===== config.mk =====
export PLATFORM = sky130hd
export DESIGN_NAME = fpu_norm_round
export DESIGN_NICKNAME = d
export VERILOG_FILES = /design/src/rtl/fpu_norm_round.sv
export SDC_FILE = /design/constraint.sdc
export NUM_CORES = 1
export LEC_CHECK = 0
export BUFFER_PORTS_ARGS = -buffer_cell sky130_fd_sc_hd__buf_2
export CAP_MARGIN = 20
export CORE_ASPECT_RATIO = 2
export CORE_MARGIN = 4
export CORE_UTILIZATION = 60
export CTS_BUF_LIST = sky130_fd_sc_hd__clkbuf_8
export DETAILED_ROUTE_END_ITERATION = 6
export GPL_ROUTABILITY_DRIVEN = 0
export HOLD_SLACK_MARGIN = 0.12
export PLACE_DENSITY_LB_ADDON = 0.25
export SLEW_MARGIN = 10
export SYNTH_ARGS = -nofsm -noshare
export SYNTH_HDL_FRONTEND = slang
export SYNTH_SLANG_ARGS = --single-unit
export TNS_END_PERCENT = 5

===== constraint.sdc =====
create_clock -name clk -period 6.02 [get_ports clk]
set_clock_uncertainty 0.2 [all_clocks]
set_input_delay 0.602 -clock clk [delete_from_list [all_inputs] [get_ports clk]]
set_output_delay 0.602 -clock clk [all_outputs]
set_load 0.02 [all_outputs]

===== src/rtl/fpu_norm_round.sv =====
// rtl/fpu_norm_round.sv - FPU post-add normalize, round-to-nearest-even and pack stage
//
// Purpose: takes the fraction-adder result and runs one multi-cycle pass.
// The pass aligns on carry, shifts left one bit per cycle until the hidden
// bit is set, optionally rounds, and then packs an IEEE-754 single.
//
// Build option: FPU_ROUND_EN
//   defined   - ROUND state present, round-to-nearest-even on G/R/S
//   undefined - truncation, NORM packs directly
//
// Ports:
//   clk       in   1   clock, all state on rising edge
//   rst       in   1   synchronous active-high reset
//   start     in   1   request, sampled only in IDLE
//   sign_in   in   1   result sign
//   exp_in    in   8   biased exponent of the larger operand
//   carry_in  in   1   adder carry-out (weight 2.0)
//   mant_in   in  27   {hidden, frac[22:0], G, R, S}
//   R         out 32   packed result, held until the next result
//   done      out  1   one-cycle pulse, R valid in the same cycle
//   busy      out  1   high while an operation is in flight
`timescale 1ns/1ps

module fpu_norm_round (
  input  logic        clk,
  input  logic        rst,
  input  logic        start,
  input  logic        sign_in,
  input  logic [7:0]  exp_in,
  input  logic        carry_in,
  input  logic [26:0] mant_in,
  output logic [31:0] R,
  output logic        done,
  output logic        busy
);

  typedef enum logic [2:0] {IDLE, ALIGN, NORM, ROUND, DONE} stateT;

  stateT       state, stateNext;
  logic        signReg, signNext;
  logic [8:0]  expReg, expNext;      // 9 bits so 255 is seen without wrap
  logic        carryReg, carryNext;
  logic [26:0] mantReg, mantNext;
  logic [31:0] staged, stagedNext;   // result of the ALIGN special cases
  logic [31:0] rNext;
  logic        doneNext;

`ifdef FPU_ROUND_EN
  logic        roundUp;
  logic [24:0] sum25;
`endif

  // Pack sign/exponent/24-bit significand. A clear hidden bit means a
  // denormal (exp field 0); a set hidden bit never packs exp 0.
  function automatic logic [31:0] pack(input logic s, input logic [8:0] e,
                                       input logic [23:0] sig);
    if (e >= 9'd255)
      return {s, 8'hFF, 23'd0};
    else if (sig[23])
      return {s, (e == 9'd0) ? 8'd1 : e[7:0], sig[22:0]};
    else
      return {s, 8'd0, sig[22:0]};
  endfunction

  always_comb begin
    stateNext  = state;
    signNext   = signReg;
    expNext    = expReg;
    carryNext  = carryReg;
    mantNext   = mantReg;
    stagedNext = staged;
    rNext      = R;
    doneNext   = 1'b0;
`ifdef FPU_ROUND_EN
    roundUp    = 1'b0;
    sum25      = 25'd0;
`endif
    case (state)
      IDLE: begin
        if (start) begin
          signNext  = sign_in;
          expNext   = {1'b0, exp_in};
          carryNext = carry_in;
          mantNext  = mant_in;
          stateNext = ALIGN;
        end
      end
      ALIGN: begin
        if (expReg == 9'd255) begin
          stagedNext = {signReg, 8'hFF, mantReg[25:3]};
          stateNext  = DONE;
        end else if (carryReg) begin
          // Shift right one; the bit falling off folds into sticky.
          mantNext = {1'b1, mantReg[26:2], mantReg[1] | mantReg[0]};
          expNext  = expReg + 9'd1;
          if (expReg == 9'd254) begin
            stagedNext = {signReg, 8'hFF, 23'd0};
            stateNext  = DONE;
          end else begin
            stateNext = NORM;
          end
        end else begin
          stateNext = NORM;
        end
      end
      NORM: begin
        if (!mantReg[26] && (mantReg != 27'd0) && (expReg > 9'd1)) begin
          mantNext = {mantReg[25:0], 1'b0};
          expNext  = expReg - 9'd1;
        end else begin
`ifdef FPU_ROUND_EN
          stateNext = ROUND;
`else
          rNext     = pack(signReg, expReg, mantReg[26:3]);
          doneNext  = 1'b1;
          stateNext = IDLE;
`endif
        end
      end
`ifdef FPU_ROUND_EN
      ROUND: begin
        roundUp = mantReg[2] & (mantReg[1] | mantReg[0] | mantReg[3]);
        sum25   = {1'b0, mantReg[26:3]} + {24'd0, roundUp};
        if (sum25[24])
          rNext = pack(signReg, expReg + 9'd1, 24'h800000);
        else
          rNext = pack(signReg, expReg, sum25[23:0]);
        doneNext  = 1'b1;
        stateNext = IDLE;
      end
`endif
      // Only the ALIGN special cases pass through here, which gives them
      // their two-edge latency; the normal path completes straight to IDLE.
      DONE: begin
        rNext     = staged;
        doneNext  = 1'b1;
        stateNext = IDLE;
      end
      default: stateNext = IDLE;
    endcase
  end

  always_ff @(posedge clk) begin
    if (rst) begin
      state    <= IDLE;
      signReg  <= 1'b0;
      expReg   <= 9'd0;
      carryReg <= 1'b0;
      mantReg  <= 27'd0;
      staged   <= 32'd0;
      R        <= 32'd0;
      done     <= 1'b0;
    end else begin
      state    <= stateNext;
      signReg  <= signNext;
      expReg   <= expNext;
      carryReg <= carryNext;
      mantReg  <= mantNext;
      staged   <= stagedNext;
      R        <= rNext;
      done     <= doneNext;
    end
  end

  assign busy = (state != IDLE);

endmodule


==> results of run 1 <==
## layout by cell type, fill, tap and decap left out, types with 3 or more instances in the layout
cell,synthesis,layout
dfxtp_1,99,99
a22oi_1,73,73
buf_2,26,72
a211oi_1,70,70
nand2_1,47,47
nor2_1,39,38
a311oi_2,25,25
a21oi_1,13,12
inv_1,9,11
a211oi_2,10,10
mux2i_1,10,10
clkbuf_8,0,10
buf_4,3,10
nand2b_1,9,9
nor4_1,8,8
nand3_1,8,8
o21ai_0,7,7
o211ai_1,5,5
a221oi_1,5,5
ha_1,5,5
nand4_1,3,3
a221o_1,3,3
## routing by layer
metal	GRT usage, %	part of all wire (%)	routed length (µm)
met1	36.3	37	5610
met2	49.4	52	7910
met3	4.85	7.1	1090
met4	16.2	4.9	747
met5	0	0	0
## worst max-delay path, delay by kind of cell, from the launching register on
kind            cells  cell delay (ns)
flops               1             0.55
compound gates      3             0.69
buf+inv             1             0.65
simple gates        2             0.93
## where the power goes
| part | total, mW | switching [mW] | internal [mW] |
|---|---|---|---|
| clock | 0.474 | 0.231 | 0.243 |
| sequential | 0.786 | 0.0813 | 0.705 |
| combinational | 0.459 | 0.286 | 0.173 |
## kinds of logic after synthesis
group / after synthesis
muxes: 10
DFF: 99
and+or+nand+nor: 137
buffers and inverters: 75
AOI/OAI and AO/OA: 237
adders and majority gates: 5
xor gates and xnor gates: 2
## cell usage after synthesis (2+ instances only)
| cell type | count | area share, % |
|---|---|---|
| nor3b_2 | 2 | 0.47 |
| nand2b_1 | 9 | 1.1 |
| nand2_1 | 47 | 3.3 |
| nor3b_1 | 2 | 0.28 |
| a211oi_1 | 70 | 9.9 |
| and4_1 | 2 | 0.33 |
| dfxtp_1 | 99 | 37 |
| clkbuf_1 | 29 | 2.1 |
| nand4_1 | 3 | 0.35 |
| a21oi_1 | 13 | 1.2 |
| o32ai_1 | 2 | 0.33 |
| mux2i_1 | 10 | 1.9 |
| buf_6 | 7 | 1.5 |
| ha_1 | 5 | 1.2 |
| buf_2 | 26 | 2.5 |
| o211ai_1 | 5 | 0.71 |
| a211oi_2 | 10 | 2.4 |
| a22oi_1 | 73 | 10 |
| nor4_1 | 8 | 0.95 |
| a221oi_1 | 5 | 0.83 |
| a311oi_2 | 25 | 7.1 |
| buf_4 | 3 | 0.43 |
| o21ai_0 | 7 | 0.66 |
| o221ai_1 | 2 | 0.33 |
| a221o_1 | 3 | 0.57 |
| nand3_1 | 8 | 0.76 |
| a31oi_1 | 2 | 0.24 |
| o22ai_1 | 2 | 0.24 |
| and3_1 | 2 | 0.24 |
| inv_1 | 9 | 0.64 |
| a32o_1 | 2 | 0.38 |
| nor2_1 | 39 | 2.8 |
| a211oi_4 | 2 | 0.76 |
## final cells by class
cell class	count	area, µm²	share of cell area (%)
multi-input cells	391	2970	50.8
clock buffers	10	138	2.36
inverters	9	33.8	0.579
flip-flops and latches	99	1980	34.0
repair buffers	86	509	8.73
well taps	100	125	2.14
clock inverters	6	81.3	1.39
## stage by stage
stage	total power [mW]	worst slack (ns)	util (%)	std cells	instance area, µm²
after floorplan	1.13	3.38	-	565	5290
after global placement	1.23	2.78	64.1	681	5540
after detailed placement	1.24	2.77	64.6	683	5590
after CTS	1.71	2.74	67.2	699	5810
after global routing	1.80	2.61	67.5	701	5830
final	1.72	2.79	67.5	701	5830
## how the worst min path moves through the flow
stage	slack [ns]	endpoint	cells after the start	from
floorplan	0.23	staged[30]$_SDFFE_PP0P_	2	staged[30]$_SDFFE_PP0P_
global placement	0.24	staged[30]$_SDFFE_PP0P_	2	staged[30]$_SDFFE_PP0P_
detailed placement	0.25	staged[30]$_SDFFE_PP0P_	2	staged[30]$_SDFFE_PP0P_
CTS	0.25	carryReg$_SDFFE_PP0P_	3	carry_in
global route	0.28	carryReg$_SDFFE_PP0P_	3	carry_in
finish	0.25	carryReg$_SDFFE_PP0P_	3	carry_in
## registers in the layout, summed over array words and instances, names as in the netlist
register,cells
staged,25
mantReg,27
signReg,1
expReg,9
state,3
done,1
carryReg,1
R,32
==> impl_metrics.tcl, run 1 <==
set metrics [dict create \
    htreeDepth 3 \
    grt_max_degree 75 \
    synth.distinct_cells 65 \
    max_stage_delay_ns 0.71 \
    synth_edf_count 0 \
    critPathLaunchType "flip-flop" \
    setup_viol_count_final 0 \
    worst-r2r-cell-count 6 \
    grt-ovfl-total 0 \
    synth_nets 610 \
    portBuffers 73 \
    diodes 0 \
    clockBufferDepth 2 \
    finalCriticalPeriod_ns 3.23 \
    hold_ws_ns 0.253 \
    r2r-end "expReg[2]$_SDFFE_PP0P_" \
    ctsHoldBuffers 0 \
    grt_pass1_vias 4897 \
    clkTransAtPathRegs_ns 0.10 \
    synthCells 565 \
    grt_pass1_wl_um 24800 \
    cp_max_fo 53 \
    drt-total-wl_um 15400 \
    yosysSeqAreaShare_pct 37.4 \
    track_usage_pct 30.0 \
    antenna_found_initial 0 \
    crit_end "expReg[2]$_SDFFE_PP0P_" \
    drc 0 \
    coreArea_um2 8650 \
    cts_tree "built" \
    ys_ff_latch 99 \
    r2r_slack_ns 2.79 \
    die_area_um2 10500 \
    status "finished, final reports clean" \
    slowest_stage "nor3b_2" \
    clk_latency_ns 0.37 \
    crit_chain "nor3b_2, buf_4, nor2_2, a22o_1, a211oi_1, a211oi_1" \
    clock-sinks 99 \
    synth.avg_cell_area_um2 9.37 \
    cts_repair_resize_count 0 \
    drive_above_1_share_pct 25.8 \
    crit_path_end_kind "flip-flop" \
    muxShareOfSynthArea_pct 1.89 \
    cts_inserted_buffers 9 \
    wl_per_cell_um 21.9 \
    dp_hpwl_um 9890 \
    crit_start "state[1]$_SDFFE_PP0P_" \
    relSlewSlack_pct 31.5 \
    critPathArrivalTime_ns 3.24 \
    die_x_um 74.4 \
    timing.final.crit_share_pct 53.7 \
    synthToLayoutAreaGrowth_pct 10.2 \
    syn_area_um2 5290 \
    synth-xor-area-share_pct 0.331 \
    ir_drop_mv 0.269 \
    final_nets 641 \
    cellPowerDensity_nw_per_um2 295 \
    vias_per_cell 7.09 \
    n_fill_cell 721 \
    start_util_pct 61.2 \
    worstMarginPinSlew_ns 1.03 \
    hold_viol 0 \
    hold_path.class "input pin to flip-flop" \
    maxCapViolCount 0 \
    drtIter0Drc 618 \
    synth_compound_area_share_pct 38.9 \
    synth_top_family_by_area "compound AO/OA/AOI/OAI gates" \
    finalMaxSlewViolations 0 \
    path_class "flip-flop to flip-flop" \
    cts_setup_buffers 0 \
    cp.required_ns 6.03 \
    postSynth.asyncResetShare_pct 0 \
    yosys_warnings 0 \
    synthAdderAreaFrac_pct 1.18 \
    synth-simple-area-share_pct 13.2 \
    p_leak_nw 2.09 \
    rsz0062_at_grt "false" \
    ant_nets 0 \
    drt_first_pass_iters 7 \
    synth-main-ff-cell "dfxtp_1" \
    fmax_mhz 309 \
    cts_root_buf "clkbuf_8" \
    via_count 4967 \
    rows 48 \
    die_y_um 141 \
    reg2reg_from "state[1]$_SDFFE_PP0P_" \
    finalSetupTns_ns 0 \
    cpMostUsedCell "a211oi_1" \
    ios 74 \
]
(Power assumes the default switching activity.)
==> run 2, diff against run 1 <==
- CORE_UTILIZATION: 60 -> 54
- clock period: 6.02 -> 2.7 ns (I/O delays scaled with it)
==> impl_metrics.tcl, run 2 (synthesized netlist as in run 1, its figures left out) <==
set metrics [dict create \
    cts_inserted_buffers 9 \
    timing.final.crit_share_pct 95.3 \
    final_cell_mix "dfxtp_1, a22oi_1, buf_2" \
    grt_max_degree 42 \
    die_x_um 78.0 \
    die_y_um 148 \
    final_nets 698 \
    portBuffers 73 \
    fmax_mhz 389 \
    dp_hpwl_um 10900 \
    drt_first_pass_iters 6 \
    ir_drop_mv 0.507 \
    rsz0062_at_grt "false" \
    worstMarginPinSlew_ns 0.733 \
    path_class "flip-flop to flip-flop" \
    cp_max_fo 15 \
    clkTransAtPathRegs_ns 0.09 \
    ios 74 \
    ant_nets 0 \
    htreeDepth 3 \
    final_common_cell "dfxtp_1" \
    critPathLaunchType "flip-flop" \
    clock-sinks 99 \
    final_cells 787 \
    fin_area_um2 6420 \
    coreArea_um2 9450 \
    largest-register "R" \
    cellPowerDensity_nw_per_um2 616 \
    cp.required_ns 2.79 \
    via_count 5160 \
    dpl_cell_area_um2 5860 \
    finalCriticalPeriod_ns 2.57 \
    drtIter0Drc 450 \
    start_util_pct 56.0 \
    dp_cells 738 \
    antenna_found_initial 0 \
    rows 50 \
    diodes 0 \
    finalMaxSlewViolations 0 \
    drive_above_1_share_pct 27.2 \
    grt_pass1_vias 5192 \
    reg_top3 "R x32, mantReg x27, staged x25" \
    die_area_um2 11500 \
    drc 0 \
    wl_per_cell_um 20.1 \
    hold_ws_ns 0.127 \
    p_leak_nw 2.36 \
    hold_path.class "input pin to flip-flop" \
    maxCapViolCount 0 \
    clk_latency_ns 0.38 \
    largest_reg_flops 32 \
    cts_tree "built" \
    critPathArrivalTime_ns 2.66 \
    grt-ovfl-total 0 \
    grt_pass1_wl_um 25800 \
    timing.final.ws_setup_ns 0.127 \
    drt-total-wl_um 15800 \
    vias_per_cell 6.56 \
    finalSetupTns_ns 0 \
    post-place-ws_ns 0.161 \
    clockBufferDepth 2 \
    status "finished, final reports clean" \
    relSlewSlack_pct 51.1 \
    crit_path_end_kind "flip-flop" \
    cts_root_buf "clkbuf_8" \
    track_usage_pct 27.9 \
    hold_viol 0 \
    setup_viol_count_final 0 \
    synthToLayoutAreaGrowth_pct 21.2 \
    cts_setup_buffers 0 \
]
## run 2: cell types whose count changed in the layout (fill, tap and decap cells not counted), sizes merged
| cell | previous run | this run |
|---|---|---|
| buf | 86 | 109 |
| clkinvlp | 0 | 1 |
| dlygate4sd3 | 0 | 34 |
| inv | 11 | 9 |
## run 2: layout make-up
class,instances,area (µm²)
multi-input combinational,391,2970
tap,130,163
timing repair buffer,143,1060
clock buffer,10,138
sequential,99,1980
clock inverter,5,77.6
fill,753,3030
inverter,9,33.8
## run 2: final timing paths
| kind | start | endpoint | slack [ns] | depth (start not counted) |
|---|---|---|---|---|
| setup reg to reg | expReg[7]$_SDFFE_PP0P_ | mantReg[26]$_SDFFE_PP0P_ | 0.13 | 8 |
| hold / removal | exp_in[4] | expReg[4]$_SDFFE_PP0P_ | 0.13 | 4 |
| hold reg to reg | staged[30]$_SDFFE_PP0P_ | staged[30]$_SDFFE_PP0P_ | 0.27 | 2 |
| setup / recovery | expReg[7]$_SDFFE_PP0P_ | mantReg[26]$_SDFFE_PP0P_ | 0.13 | 8 |
## run 2: routing by layer
metal  vias up  track usage (%)  share of wire, %
li1       2375                -                 -
met1      2455             31.2                37
met2       268             49.1                52
met3        62             4.63               5.8
met4         0             15.8               4.8
met5         -                0                 0
## run 2: per-stage QoR
stage	power (mW)	utilization (%)
6_report	3.95	67.9
5_1_grt	4.12	67.9
3_5_place_dp	2.86	62.0
3_3_place_gp	2.84	62.0
2_1_floorplan	2.52	-
4_1_cts	3.94	67.9
## run 2: repair_timing
action                     4_1_cts  5_1_grt
hold endpoints to repair        44        0
setup endpoints to repair        0        1
hold buffers                    34        0
resized for setup                0        1
## run 2: worst max-delay path, stage by stage, from the launching register on
cell,delay (ns)
dfxtp_1,0.35
and4_1,0.26
and4_1,0.22
ha_1,0.19
nand4bb_1,0.32
a21oi_2,0.28
buf_4,0.24
o21ai_0,0.11
a221oi_1,0.31
## run 2: report_power, final
group | total (mW) | internal (mW) | switching [mW]
logic | 1.17 | 0.487 | 0.688
registers | 1.72 | 1.57 | 0.152
clock network | 1.05 | 0.539 | 0.516
==> run 3, diff against run 2 <==
- ABC_AREA: default -> 1
- CTS_CLUSTER_DIAMETER: default -> 60
- CTS_CLUSTER_SIZE: default -> 14
==> impl_metrics.tcl, run 3 <==
set metrics [dict create \
    status "finished, final reports clean" \
    cellPowerDensity_nw_per_um2 577 \
    synth_common_cells "nand2_1, nor2_1, a21oi_1, dfxtp_1, nand3_1" \
    antenna_found_initial 0 \
    grt_max_degree 56 \
    cts_root_buf "clkbuf_8" \
    ys_ff_latch 99 \
    yosys_warnings 0 \
    grt_pass1_vias 5597 \
    crit_chain "ha_1, nand2_1, inv_1, nand3_2, nor3_2, ha_1, nor2_1, nand2_1, buf_12, o31ai_1, nor2_1, nor2_1" \
    track_usage_pct 28.6 \
    final_common_cell "nand2_1" \
    critPathTopFamily "simple AND/OR/NAND/NOR gates" \
    cp.required_ns 2.83 \
    path_buf_inv 2 \
    postSynth.asyncResetShare_pct 0 \
    path_class "flip-flop to flip-flop" \
    final_cell_mix "nand2_1, nor2_1, a21oi_1" \
    start_util_pct 55.5 \
    setup_viol_count_final 0 \
    htreeDepth 3 \
    timing.final.ws_setup_ns 0.160 \
    wl_per_cell_um 16.0 \
    ios 74 \
    hold_path.class "input pin to flip-flop" \
    dp_hpwl_um 11600 \
    globalRouteMet3Util_pct 4.25 \
    worstMarginPinSlew_ns 0.724 \
    rsz0062_at_grt "false" \
    final_nets 954 \
    ant_nets 0 \
    largest-register "R" \
    die_y_um 150 \
    max_stage_delay_ns 0.61 \
    synth_edf_count 0 \
    grt-ovfl-total 0 \
    synthToLayoutAreaGrowth_pct 18.1 \
    diodes 0 \
    grt_pass1_wl_um 26500 \
    hold_viol 0 \
    syn_area_um2 5450 \
    timing.final.crit_share_pct 94.1 \
    synth.avg_cell_area_um2 6.58 \
    finalSetupTns_ns 0 \
    hold_ws_ns 0.122 \
    drc 0 \
    portBuffers 73 \
    dp_cells 996 \
    die_x_um 79.1 \
    via_count 5850 \
    synth_top_area_cell "dfxtp_1" \
    drt-total-wl_um 16800 \
    post-place-ws_ns 0.140 \
    cp_max_fo 30 \
    finalMaxSlewViolations 0 \
    clock-sinks 99 \
    final_cells 1045 \
    cpMostUsedCell "nor2_1" \
    cts_inserted_buffers 9 \
    synth-main-ff-cell "dfxtp_1" \
    fmax_mhz 394 \
    busiest_layer "met2" \
    synth_nets 874 \
    synth.top_cells.by_area "dfxtp_1, nand2_1, nor2_1" \
    coreArea_um2 9830 \
    clkTransAtPathRegs_ns 0.10 \
    yosysMostFrequentCell "nand2_1" \
    slowest_stage "o31ai_1" \
    crit_path_end_kind "flip-flop" \
    critPathArrivalTime_ns 2.67 \
    cts_tree "built" \
    vias_per_cell 5.60 \
    die_area_um2 11900 \
    synth.distinct_cells 31 \
    largest_reg_flops 32 \
    synthCells 829 \
    maxCapViolCount 0 \
    grt_util_met2_pct 50.7 \
    p_leak_nw 3.03 \
    drtIter0Drc 478 \
    reg_top3 "R x32, mantReg x27, staged x25" \
    ir_drop_mv 0.558 \
    relSlewSlack_pct 51.3 \
    clockBufferDepth 2 \
    yosysSeqAreaShare_pct 36.3 \
    finalCriticalPeriod_ns 2.54 \
    synth_top_cell_area_share_pct 36.3 \
    critPathLaunchType "flip-flop" \
    rows 51 \
    drt_first_pass_iters 7 \
    grt_use_met1_pct 29.1 \
    clk_latency_ns 0.39 \
    drive_above_1_share_pct 16.6 \
]
[run 3: changes by cell type in the layout (fill, tap and decap cells not counted), moves of 10 or more]
cell      previous run  this run
nand2_1             47       181
nor2_1              38       135
a21oi_1             12       102
a22oi_1             73         0
a211oi_1            70         0
nand3_1              8        69
nand3b_1             1        32
a311oi_2            25         0
inv_2                0        24
o31ai_1              1        24
o22ai_1              2        24
inv_1                9        27
a211oi_2            10         0
mux2i_1             10         0
[run 3: cells by family (layout without fill, tap and decap cells)]
| group | after synthesis | in the layout | share of synthesized area [%] |
|---|---|---|---|
| and+or+nand+nor | 434 | 434 | 34.5 |
| AOI/OAI and AO/OA | 173 | 173 | 17.7 |
| buffers and inverters | 117 | 201 | 10.2 |
| DFF | 99 | 99 | 36.3 |
| adders and majority gates | 5 | 5 | 1.15 |
| xor gates and xnor gates | 1 | 1 | 0.161 |
[run 3: final cells by class]
class                   instances  area, µm²
inverters                      53        204
fillers                       918       3390
clock inverters                 6       91.3
well taps                     132        165
repair buffers                133        933
multi-input cells             613       2940
clock buffers                   9        124
flip-flops and latches         99       1980
[run 3: through the flow]
step / instance area, µm² / power, mW / utilization (%)
floorplan: 5450 / 2.36 / -
global placement: 5860 / 2.60 / 59.6
finish: 6440 / 3.72 / 65.5
CTS: 6420 / 3.70 / 65.3
global route: 6440 / 3.91 / 65.5
detailed placement: 5860 / 2.63 / 59.6
[run 3: what timing repair did]
action | in CTS | in global routing
setup buffers | 0 | 0
endpoints found under the setup margin | 0 | 62
resized for setup | 0 | 6
hold buffers | 34 | 0
endpoints found under the hold margin | 33 | 0
[run 3: worst register-to-register path, cell delays in order (launching register included)]
cell	delay [ns]
dfxtp_1	0.34
ha_1	0.20
nand2_1	0.09
inv_1	0.06
nand3_2	0.10
nor3_2	0.05
ha_1	0.21
nor2_1	0.10
nand2_1	0.10
buf_12	0.18
o31ai_1	0.62
nor2_1	0.11
nor2_1	0.14
[run 3: metal layers]
metal  share of wire [%]  routed length, µm
met5                   0                  0
met4                 7.7               1300
met3                 4.3                713
met2                  52               8670
met1                  36               6080
[run 3: final timing paths]
check                     startpoint  cells past startpoint                       to  slack [ns]
max           expReg[1]$_SDFFE_PP0P_                     12       R[18]$_SDFFE_PP0P_        0.16
min                        exp_in[5]                      7   expReg[5]$_SDFFE_PP0P_        0.12
max reg2reg   expReg[1]$_SDFFE_PP0P_                     12       R[18]$_SDFFE_PP0P_        0.16
min reg2reg  staged[11]$_SDFFE_PP0P_                      2  staged[11]$_SDFFE_PP0P_        0.26
[run 3: power breakdown]
group | internal, mW | switching, mW | total [mW]
sequential | 1.56 | 0.0905 | 1.65
combinational | 0.376 | 0.631 | 1.01
clock | 0.520 | 0.537 | 1.06
total | 2.46 | 1.26 | 3.72
